--- src/rtl/fifo_burst_if.sv ---
// Request/data/flag bundle between the burst controller (master) and the
// single-clock FIFO instance (slave).
interface fifo_burst_if #(
    parameter int DATA_W  = 8,
    parameter int USEDW_W = 8
);
    logic               fifo_wr_req;
    logic [DATA_W-1:0]  fifo_wr_data;
    logic               fifo_rd_req;
    logic               fifo_full;
    logic               fifo_empty;
    logic [USEDW_W-1:0] fifo_usedw;
    logic [DATA_W-1:0]  fifo_rd_data;

    modport master (
        output fifo_wr_req, fifo_wr_data, fifo_rd_req,
        input  fifo_full, fifo_empty, fifo_usedw, fifo_rd_data
    );

    modport slave (
        input  fifo_wr_req, fifo_wr_data, fifo_rd_req,
        output fifo_full, fifo_empty, fifo_usedw, fifo_rd_data
    );
endinterface

--- src/rtl/fifo_burst_ctrl.sv ---
// Fill/drain sequencer for a non-show-ahead scfifo: paced incrementing writes up
// to a watermark or full, one drain burst to empty, with in-line read-data check.
module fifo_burst_ctrl #(
    parameter int DATA_W      = 8,
    parameter int USEDW_W     = 8,
    parameter int WR_INTERVAL = 4,
    parameter int HIGH_WM     = 255
) (
    input  logic             sys_clk,
    input  logic             sys_rst,
    input  logic             enable,
    fifo_burst_if.master     fifo,
    output logic [1:0]       state,
    output logic [15:0]      burst_cnt,
    output logic             err
);
    typedef enum logic [1:0] {
        ST_IDLE  = 2'd0,
        ST_FILL  = 2'd1,
        ST_DRAIN = 2'd2
    } state_t;

    localparam int                 PCNT_W    = (WR_INTERVAL > 2) ? $clog2(WR_INTERVAL) : 1;
    localparam logic [PCNT_W-1:0]  PCNT_LAST = PCNT_W'(WR_INTERVAL - 1);
    localparam logic [USEDW_W-1:0] HIGH_WM_V = USEDW_W'(HIGH_WM);

    state_t             state_r;
    state_t             state_nxt_s;
    logic [PCNT_W-1:0]  pcnt_r;
    logic [DATA_W-1:0]  wr_data_r;
    logic [DATA_W-1:0]  exp_data_r;
    logic               rd_vld_r;
    logic [15:0]        burst_cnt_r;
    logic               err_r;
    logic               wr_req_s;
    logic               rd_req_s;
    logic               at_wm_s;
    logic               drain_done_s;

    // Next-state decode and request strobes; usedw wrapping to 0 at full is covered by fifo_full.
    always_comb begin
        state_nxt_s  = state_r;
        wr_req_s     = 1'b0;
        rd_req_s     = 1'b0;
        drain_done_s = 1'b0;
        at_wm_s      = fifo.fifo_full | (fifo.fifo_usedw >= HIGH_WM_V);
        case (state_r)
            ST_IDLE: begin
                if (enable) state_nxt_s = ST_FILL;
                else        state_nxt_s = ST_IDLE;
            end
            ST_FILL: begin
                wr_req_s = (pcnt_r == {PCNT_W{1'b0}}) & ~at_wm_s & enable;
                if (at_wm_s || !enable) state_nxt_s = ST_DRAIN;
                else                    state_nxt_s = ST_FILL;
            end
            ST_DRAIN: begin
                rd_req_s = ~fifo.fifo_empty;
                if (fifo.fifo_empty) begin
                    drain_done_s = 1'b1;
                    if (enable) state_nxt_s = ST_FILL;
                    else        state_nxt_s = ST_IDLE;
                end else begin
                    state_nxt_s = ST_DRAIN;
                end
            end
            default: state_nxt_s = ST_IDLE;
        endcase
    end

    // State, write pacing, write data and completed-burst counter.
    always_ff @(posedge sys_clk) begin
        if (sys_rst) begin
            state_r     <= ST_IDLE;
            pcnt_r      <= {PCNT_W{1'b0}};
            wr_data_r   <= {DATA_W{1'b0}};
            burst_cnt_r <= 16'd0;
        end else begin
            state_r <= state_nxt_s;
            if ((state_r == ST_FILL) && (state_nxt_s == ST_FILL)) begin
                pcnt_r <= (pcnt_r == PCNT_LAST) ? {PCNT_W{1'b0}} : pcnt_r + {{(PCNT_W-1){1'b0}}, 1'b1};
            end else begin
                pcnt_r <= {PCNT_W{1'b0}};
            end
            if (wr_req_s) wr_data_r <= wr_data_r + {{(DATA_W-1){1'b0}}, 1'b1};
            if (drain_done_s) burst_cnt_r <= burst_cnt_r + 16'd1;
        end
    end

    // Read-data checker: q is valid the cycle after rd_req and must follow the write sequence.
    always_ff @(posedge sys_clk) begin
        if (sys_rst) begin
            rd_vld_r   <= 1'b0;
            exp_data_r <= {DATA_W{1'b0}};
            err_r      <= 1'b0;
        end else begin
            rd_vld_r <= rd_req_s;
            if (rd_vld_r) begin
                exp_data_r <= exp_data_r + {{(DATA_W-1){1'b0}}, 1'b1};
                if (fifo.fifo_rd_data != exp_data_r) err_r <= 1'b1;
            end
        end
    end

    assign fifo.fifo_wr_req  = wr_req_s;
    assign fifo.fifo_rd_req  = rd_req_s;
    assign fifo.fifo_wr_data = wr_data_r;
    assign state             = state_r;
    assign burst_cnt         = burst_cnt_r;
    assign err               = err_r;
endmodule
--- src/flat_wrapper.sv ---
// flat-port wrapper written by rule: the top's interface ports become plain ports
module fifo_burst_ctrl_flat 
#(
    parameter int DATA_W      = 8,
    parameter int USEDW_W     = 8,
    parameter int WR_INTERVAL = 4,
    parameter int HIGH_WM     = 255
)
  (sys_clk, sys_rst, enable, state, burst_cnt, err, fifo_fifo_wr_req, fifo_fifo_wr_data, fifo_fifo_rd_req, fifo_fifo_full, fifo_fifo_empty, fifo_fifo_usedw, fifo_fifo_rd_data);
  fifo_burst_if #(.DATA_W(DATA_W), .USEDW_W(USEDW_W)) fifo_i ();
  input  logic sys_clk;
  input  logic sys_rst;
  input  logic enable;
  output logic [1:0] state;
  output logic [15:0] burst_cnt;
  output logic err;
  output wire logic [$bits(fifo_i.fifo_wr_req)-1:0] fifo_fifo_wr_req;
  output wire logic [$bits(fifo_i.fifo_wr_data)-1:0] fifo_fifo_wr_data;
  output wire logic [$bits(fifo_i.fifo_rd_req)-1:0] fifo_fifo_rd_req;
  input wire logic [$bits(fifo_i.fifo_full)-1:0] fifo_fifo_full;
  input wire logic [$bits(fifo_i.fifo_empty)-1:0] fifo_fifo_empty;
  input wire logic [$bits(fifo_i.fifo_usedw)-1:0] fifo_fifo_usedw;
  input wire logic [$bits(fifo_i.fifo_rd_data)-1:0] fifo_fifo_rd_data;
  assign fifo_fifo_wr_req = fifo_i.fifo_wr_req;
  assign fifo_fifo_wr_data = fifo_i.fifo_wr_data;
  assign fifo_fifo_rd_req = fifo_i.fifo_rd_req;
  assign fifo_i.fifo_full = fifo_fifo_full;
  assign fifo_i.fifo_empty = fifo_fifo_empty;
  assign fifo_i.fifo_usedw = fifo_fifo_usedw;
  assign fifo_i.fifo_rd_data = fifo_fifo_rd_data;
  fifo_burst_ctrl #(.DATA_W(DATA_W), .USEDW_W(USEDW_W), .WR_INTERVAL(WR_INTERVAL), .HIGH_WM(HIGH_WM)) u_core (.sys_clk(sys_clk), .sys_rst(sys_rst), .enable(enable), .fifo(fifo_i), .state(state), .burst_cnt(burst_cnt), .err(err));
endmodule
--- config.mk ---
export PLATFORM = sky130hd
export DESIGN_NAME = fifo_burst_ctrl_flat
export DESIGN_NICKNAME = d
export VERILOG_FILES = /design/src/rtl/fifo_burst_if.sv /design/src/rtl/fifo_burst_ctrl.sv /design/src/flat_wrapper.sv
export SDC_FILE = /design/constraint.sdc
export NUM_CORES = 1
export LEC_CHECK = 0
export ABC_AREA = 1
export CAP_MARGIN = 20
export CELL_PAD_IN_SITES_DETAIL_PLACEMENT = 0
export CELL_PAD_IN_SITES_GLOBAL_PLACEMENT = 1
export CORE_ASPECT_RATIO = 1.75
export CORE_MARGIN = 3
export CORE_UTILIZATION = 39
export CTS_CLUSTER_SIZE = 16
export DETAILED_ROUTE_END_ITERATION = 6
export DONT_BUFFER_PORTS = 1
export MAX_ROUTING_LAYER = met4
export PLACE_DENSITY = 0.77
export SYNTH_ARGS = -nofsm -noshare
export SYNTH_HDL_FRONTEND = slang
export SYNTH_SLANG_ARGS = --single-unit
--- constraint.sdc ---
create_clock -name sys_clk -period 1.3 [get_ports sys_clk]
set_clock_uncertainty 0.15 [all_clocks]
set_input_delay 0.065 -clock sys_clk [delete_from_list [all_inputs] [get_ports sys_clk]]
set_output_delay 0.065 -clock sys_clk [all_outputs]
set_load 0.03 [all_outputs]
## Yosys cells after proc, flatten, opt, wreduce, memory -nomap -nowiden

Cells that the tools add are included.

| storage, ports and cells | value |
|---|---|
| flip-flop bits (word level) | 38 |
| bits of input ports | 21 |
| output and inout port bits | 29 |
| logic and storage cells | 38 |

| operators by class | value |
|---|---|
| add/subtract/negate cells | 4 |
| magnitude comparators | 1 |
| eq/ne operators | 5 |
| multiplexer cells | 8 |
| bitwise operators | 6 |
| reduce and logical (&&, ||, !) cells | 7 |

Operators by type and width:

| kind | number |
|---|---|
| adder 16 x 1 -> 16 bit, second input constant | 1 |
| adder 8 x 1 -> 8 bit, second input constant | 2 |
| greater-or-equal comparator 8 bit, second input constant | 1 |
| inequality test 8 bit | 1 |
| one-hot mux 2 bit (3 select lines) | 1 |
| two-way mux 1 bit | 5 |
| == test 2 x 1 -> 1 bit, second input constant | 2 |
| == test 2 bit, second input constant | 2 |
| zero test 2 bit | 2 |
| two-way mux 2 bit | 2 |
| NOT 1 bit | 3 |
| OR reduction 3 bit | 1 |
| adder 2 x 1 -> 2 bit, second input constant | 1 |
| AND 1 bit | 2 |
| AND reduction 2 bit | 1 |
| logical AND 1 bit | 1 |
| zero test 1 bit | 1 |
| logical OR 1 bit | 1 |
| bitwise OR 1 bit | 1 |

## Longest topological paths before layout

Gate-level depths: netlist of run 1.

| logic depth | value |
|---|---|
| depth in word-level cells | 9 |
| gate-level depth with buffers | 9 |
| depth with buffers taken out | 9 |

## Least setup slack after synthesis of run 1

No wires, ideal clock.

| timing | value |
|---|---|
| path kind | reg-to-reg |
| start point | reg u_core.state_r[0] (netlist: u_core.state[0]) |
| end point | reg u_core.wr_data_r[3] (netlist: u_core.fifo.fifo_wr_data[3]) |
| setup time | 0.112 ns |
| data arrival time | 1.429 ns |
| data required time | 1.038 ns |
| slack | -0.391 ns |
| stages on the path, launching flop included | 8 |
| path buffers | 0 |
| period minus slack after synthesis | 1.691 ns |
| path through | dfxtp_1 -> inv_1 -> nor2_1 -> nand3_2 -> nor2_4 -> nand2_1 -> nand2_1 -> nor2_1 |

| on the way | value |
|---|---|
| longest elaborated chain between the ends | 2 |

Ends and longest elaborated chain:

| element | RTL line | text |
|---|---|---|
| start: declaration | fifo_burst_ctrl.sv:27 | `state_t state_r;` |
| start signal: assignment | fifo_burst_ctrl.sv:79 | `state_r <= state_nxt_s;` |
| == test 2 x 1 -> 1 bit | fifo_burst_ctrl.sv:47 | `case (state_r)` |
| two-way mux 1 bit | fifo_burst_ctrl.sv:47 |  |
| named net fifo_fifo_wr_req | flat_wrapper.sv:17 | `output wire logic [$bits(fifo_i.fifo_wr_req)-1:0] fifo_fifo_wr_req;` |
| end signal: assignment | fifo_burst_ctrl.sv:76 | `wr_data_r <= {DATA_W{1'b0}};` |
| end signal: assignment | fifo_burst_ctrl.sv:85 | `if (wr_req_s) wr_data_r <= wr_data_r + {{(DATA_W-1){1'b0}}, 1'b1};` |
| end: declaration | fifo_burst_ctrl.sv:30 | `logic [DATA_W-1:0] wr_data_r;` |

The timed path passes the listed nets, and every way through them passes these cells.
A chain may end at the register's enable or synchronous reset.

## Worst setup path after layout of run 1

| timing | value |
|---|---|
| start point | reg u_core.state_r[0] (netlist: u_core.state[0]) |
| end point | out fifo_fifo_wr_req |

| on the way | value |
|---|---|
| longest elaborated chain between the ends | 2 |

Ends and longest elaborated chain:

| element | RTL line |
|---|---|
| == test 2 x 1 -> 1 bit | fifo_burst_ctrl.sv:47 |
| two-way mux 1 bit | fifo_burst_ctrl.sv:47 |
| end: declaration | flat_wrapper.sv:17 |

No other way between the ends.

==> flow_metrics.py, run 1 <==
metrics = {
    "die": {
        "die_y_um": 99.5,
        "floorplan.initialDensity_pct": 41.0,
        "ios": 50,
        "row_count": 33,
        "die_area_mm2": 0.00591,
        "coreArea_mm2": 0.00475,
        "fp.dieW_um": 59.4,
    },
    "final_layout": {
        "areaGrowthSynthToFinish_pct": 46.9,
        "fill_cells": 477,
        "num_antenna_cells": 0,
        "final_common_cell": "nand2_1",
        "final_util_pct": 60.3,
        "fin_nets": 371,
        "final_area_mm2": 0.00286,
        "most-common-layout-cells": "62 x nand2_1, 45 x buf_4, 37 x inv_1",
        "drive_gt1_share_pct": 41.0,
        "instances_no_fill": 398,
    },
    "pwr": {
        "comb_power_share_pct": 7.7,
        "switching_power_mw": 0.509,
        "p_per_area_mw_per_mm2": 760,
        "ir_worst_vdd_mv": 0.686,
        "p_int_mw": 1.67,
        "power.total_mw": 2.18,
        "p_clk_share_pct": 38.4,
        "sw_frac_of_total_pct": 23.4,
        "power_frac_seq_pct": 53.9,
        "p_leak_nw": 1.19,
    },
    "setup_path": {
        "cp.arrival_ns": 1.21,
        "critPathMaxStageDelay_ns": 0.37,
        "startpoint_type": "flop",
        "endpoint_kind": "output pin",
        "path_max_fanout": 4,
        "cp_slowest_cell": "dfxtp_4",
        "crit_required_ns": 1.09,
        "worstPathCellList": "inv_6 > nor2_4 > nand3_4 > nor2_4 > buf_6",
        "criticalPathCategory": "reg -> out",
        "crit_top_cell": "nor2_4",
    },
    "synthesis": {
        "synth_area_per_cell_um2": 6.86,
        "synth_cells": 284,
        "yosysSeqAreaShare_pct": 39.0,
        "ys_ff_latch": 38,
        "synthesis.area_mm2": 0.00195,
        "yosysWarnings": 0,
        "synth_nets": 310,
        "ys_types": 22,
    },
    "routing": {
        "drc": 0,
        "drt_first_pass_iters": 4,
        "via_per_inst": 4.91,
        "ant_nets": 0,
        "avgRoutedWirePerCell_um": 12.2,
        "first_iter_violations": 34,
        "num_vias": 1955,
        "wl_um": 4840,
    },
    "run_status": {
        "status": "complete, but fails checks",
        "violations": "hold timing, setup timing",
    },
    "place": {
        "place_area_mm2": 0.00244,
        "pre_cts_slack_ns": -0.101,
        "gp_congestion": 0.809,
        "portBuffers": 0,
        "dp.cells": 383,
        "dpl.hpwl_um": 3580,
    },
    "sta": {
        "setup_ws_ns": -0.129,
        "rsz0062_at_grt": "yes",
        "relSlewSlack_pct": 85.3,
        "hold_slack_ns": -0.323,
        "min_period_over_period_pct": 110,
        "fin_crit_ns": 1.43,
        "worst_pin_slew_ns": 0.221,
        "finalHoldViolCount": 21,
        "drv_slew": 0,
        "clock.fmax_mhz": 700,
        "setup_tns_ns": -0.877,
        "setup_viol": 18,
    },
    "job": {
        "cap_violations": 0,
    },
    "clock_tree": {
        "insertion_delay_ns": 0.29,
        "numClockSinks": 38,
        "clock_path_buffers": 2,
        "cts_tree": "yes",
        "postCtsHoldBufs": 2,
        "cts_max_level": 2,
        "cts_buffers": 5,
        "cts-root-buf": "clkbuf_8",
        "clk_pin_slew_ns": 0.08,
    },
    "global_route": {
        "grt_pass1_vias": 1887,
        "grt.overflow.total": 0,
        "grt_usage_pct": 17.7,
        "antenna_found_initial": 0,
        "grt_pass1_wl_um": 8030,
        "grt_max_degree": 22,
    },
    "worst_hold_path": {
        "hold_path.class": "in -> reg",
    },
}
## routing by layer
metal / share of wire, % / up-vias / GRT usage [%]
met3: 5.5 / 8 / 3.25
met5: 0 / - / -
met1: 36 / 893 / 18.3
met2: 56 / 39 / 31.5
li1: - / 1015 / -
met4: 2.2 / 0 / 6.98
## cells in the mapped netlist (all sizes together)
library cell | instances | area, um2
inv | 43 | 161
o21a | 3 | 22.5
xnor2 | 7 | 61.3
o21ai | 8 | 40.0
nand4 | 9 | 56.3
nor3 | 3 | 20.0
a31oi | 1 | 6.26
xor2 | 4 | 35.0
nor2 | 49 | 214
ha | 5 | 62.6
nand3 | 16 | 108
clkbuf | 3 | 11.3
dfxtp | 38 | 761
o211ai | 1 | 7.51
a21oi | 23 | 115
nand2 | 71 | 267
## what timing repair did
| item | CTS | global route |
|---|---|---|
| buffers inserted | 2 | 4 |
| endpoints found under the hold margin | 38 | 21 |
| gates resized for setup | 28 | 51 |
| pin swaps | 9 | 16 |
| setup endpoints to repair | 22 | 30 |
## sequential cells by signal, indices dropped and copies added (netlist names)
name / count
u_core.err: 1
u_core.state: 2
u_core.rd_vld_r: 1
u_core.exp_data_r: 8
u_core.fifo.fifo_wr_data: 8
u_core.burst_cnt: 16
u_core.pcnt_r: 2
## cells by family (layout without fill, tap and decap cells)
group | after synthesis | after routing | share of synthesized area (%)
DFF | 38 | 38 | 39.0
xor gates and xnor gates | 11 | 11 | 4.95
adders and majority gates | 5 | 5 | 3.21
buffers and inverters | 46 | 108 | 8.86
and+or+nand+nor | 148 | 148 | 34.1
AOI/OAI and AO/OA | 36 | 36 | 9.83
## critical path, delay by kind of cell, from the launching register on
kind | cells | cell delay [ns]
buf+inv | 2 | 0.18
flops | 1 | 0.37
simple gates | 3 | 0.37
## power groups by stage
stage,logic (mW),clock network (mW),registers [mW]
after global routing,0.185,0.909,1.17
after detailed placement,0.134,0,1.20
final,0.167,0.836,1.17
after global placement,0.133,0,1.20
after CTS,0.146,0.873,1.17
after floorplan,0.0834,0,1.21
## worst paths after layout
kind / start / to / slack [ns] / depth (start not counted)
min reg2reg: u_core.err / u_core.err / 0.31 / 2
min: sys_rst / u_core.fifo.fifo_wr_data[0] / -0.32 / 1
max: u_core.state[0] / fifo_fifo_wr_req / -0.13 / 5
max reg2reg: u_core.state[0] / u_core.burst_cnt[10] / -0.11 / 10
## layout make-up
class | count | area [um2] | share of cell area (%)
clock buffer | 6 | 82.6 | 2.89
timing repair buffer | 57 | 477 | 16.7
multi-input combinational | 200 | 1250 | 43.6
inverter | 43 | 169 | 5.90
tap | 52 | 65.1 | 2.27
sequential | 38 | 807 | 28.2
clock inverter | 2 | 12.5 | 0.437
(Power assumes the default switching activity.)
==> run 2: changes to the inputs <==
Settings changed: CORE_UTILIZATION 39 to 47, PLACE_DENSITY 0.77 to 0.86.
Clock period 1.3 ns to 1.8 ns, I/O delays scaled along.
==> run 2 against run 1 <==
  * The flow now finishes without violations
  * Largest cell class unchanged
  * Register-to-register slack improved by 0.23 ns
  * Core utilization is 0.61 points lower
  * Final cell count fell by 7.0%
  * Sequential cell count did not move
  * Worst setup slack better by 0.25 ns
  * Die area shrank 16%
  * First-iteration DRC count did not move
  * Global-route usage rose by 2.3 points
  * Count of clock-buffer cells in the layout increased by 1
  * Sequential share of layout area up 4.2 points
  * Sequential power shrank 27%
==> flow_metrics.py, run 2 (synthesis results as in run 1) <==
metrics = {
    "die": {
        "row_count": 30,
        "ios": 50,
        "floorplan.initialDensity_pct": 49.4,
        "die_y_um": 91.2,
        "coreArea_mm2": 0.00394,
        "die_area_mm2": 0.00498,
        "fp.dieW_um": 54.7,
    },
    "pwr": {
        "power_frac_seq_pct": 54.6,
        "p_int_mw": 1.19,
        "comb_power_share_pct": 6.4,
        "ir_worst_vdd_mv": 0.521,
        "switching_power_mw": 0.368,
        "p_per_area_mw_per_mm2": 665,
        "p_leak_nw": 0.991,
        "p_clk_share_pct": 39.0,
        "sw_frac_of_total_pct": 23.5,
        "power.total_mw": 1.56,
    },
    "worst_hold_path": {
        "whs_path_depth": 6,
        "hold-path-endpoint": "u_core.err",
        "hold_path.class": "in -> reg",
        "worstHoldStart": "fifo_fifo_rd_data[7]",
    },
    "final_layout": {
        "final_util_pct": 59.7,
        "final_common_cell": "nand2_1",
        "num_antenna_cells": 0,
        "drive_gt1_share_pct": 14.3,
        "fin_nets": 347,
        "areaGrowthSynthToFinish_pct": 20.7,
        "final_area_mm2": 0.00235,
        "largest_register_ffs": 16,
        "most-common-layout-cells": "71 x nand2_1, 44 x nor2_1, 42 x inv_1",
    },
    "sta": {
        "worst_pin_slew_ns": 0.844,
        "setup_viol": 0,
        "drv_slew": 0,
        "min_period_over_period_pct": 93.5,
        "setup_ws_ns": 0.117,
        "setup_tns_ns": 0,
        "clock.fmax_mhz": 594,
        "fin_crit_ns": 1.68,
        "relSlewSlack_pct": 43.6,
        "rsz0062_at_grt": "no",
        "finalHoldViolCount": 0,
    },
    "run_status": {
        "status": "finished clean",
    },
    "routing": {
        "wl_um": 4310,
        "avgRoutedWirePerCell_um": 11.6,
        "num_vias": 1842,
        "ant_nets": 0,
        "drc": 0,
        "via_per_inst": 4.98,
        "first_iter_violations": 34,
        "drt_first_pass_iters": 4,
    },
    "setup_path": {
        "crit_required_ns": 1.86,
        "criticalPathCategory": "in -> reg",
        "cp.arrival_ns": 1.75,
        "reg2reg_slack_ns": 0.12,
        "startpoint_type": "input pin",
        "reg2reg_to": "u_core.state[0]",
        "reg2reg_from": "u_core.state[0]",
        "endpoint_kind": "flop",
        "r2r_cells": 5,
        "path_max_fanout": 3,
    },
    "place": {
        "gp_congestion": 0.742,
        "pre_cts_slack_ns": 0.247,
        "place_area_mm2": 0.00219,
        "dpl.hpwl_um": 3200,
        "portBuffers": 0,
    },
    "clock_tree": {
        "cts_max_level": 2,
        "numClockSinks": 38,
        "cts_buffers": 5,
        "insertion_delay_ns": 0.29,
        "cts_tree": "yes",
        "clk_pin_slew_ns": 0.07,
        "clock_path_buffers": 2,
        "cts-root-buf": "clkbuf_8",
    },
    "job": {
        "cap_violations": 0,
    },
    "global_route": {
        "grt_pass1_wl_um": 7360,
        "antenna_found_initial": 0,
        "grt_pass1_vias": 1789,
        "grt.overflow.total": 0,
        "grt_usage_pct": 20.0,
        "grt_max_degree": 21,
    },
}
## run 2: cell types whose count changed in the layout (fill, tap and decap cells not counted), moves of 9 or more
cell,previous run,this run
buf_6,9,0
buf_4,45,28
dfxtp_1,17,38
dfxtp_2,13,0
nand2_1,62,71
nor2_1,34,44
## run 2: worst max path at each step
stage,slack [ns],start,cells past startpoint,to
final,0.12,fifo_fifo_full,5,u_core.state[0]
after global routing,0.005,u_core.state[0],5,u_core.state[0]
after CTS,0.03,u_core.state[0],5,fifo_fifo_wr_req
after detailed placement,0.25,u_core.state[0],5,u_core.fifo.fifo_wr_data[5]
after global placement,0.31,u_core.state[0],5,u_core.fifo.fifo_wr_data[5]
after floorplan,0.11,u_core.state[0],7,u_core.fifo.fifo_wr_data[3]
## run 2: final cells by class
class / count / area (um2)
timing repair buffer: 33 / 260
inverter: 43 / 161
clock inverter: 1 / 5.00
sequential: 38 / 761
multi-input combinational: 200 / 1020
tap: 48 / 60.1
fill: 406 / 1590
clock buffer: 7 / 86.3
## run 2: power by group through the flow
stage | clock, mW | combinational (mW) | sequential [mW]
2_1_floorplan | 0 | 0.0572 | 0.882
3_3_place_gp | 0 | 0.0795 | 0.873
3_5_place_dp | 0 | 0.0804 | 0.873
4_1_cts | 0.619 | 0.0973 | 0.854
5_1_grt | 0.654 | 0.111 | 0.855
6_report | 0.609 | 0.0997 | 0.854
## run 2: per-stage QoR
step	hold slack (ns)	cells
after floorplan	0.125	284
after global placement	0.0117	355
after detailed placement	0.0137	355
after CTS	0.0229	368
after global routing	0.0612	370
final	0.0223	370
## run 2: per-layer routing
layer / vias to the layer above / wire length [um] / GRT usage [%] / share of wire (%)
met5: - / 0 / - / 0
met4: 0 / 71 / 7.48 / 1.6
met3: 5 / 211 / 4.93 / 4.9
met2: 36 / 2270 / 33.7 / 53
met1: 832 / 1760 / 21.4 / 41
li1: 969 / - / - / -
## run 2: repair_timing
action,CTS,global route
hold endpoints to repair,21,0
gates resized for setup,0,1
endpoints found under the setup margin,0,2
hold buffers,5,0
setup buffers,0,2
## run 2: worst max-delay path: stages
cell and delay (ns):
dlygate4sd3_1 0.54, nor2_1 0.24, nand3_2 0.16, dlygate4sd3_1 0.60
a21oi_1 0.12
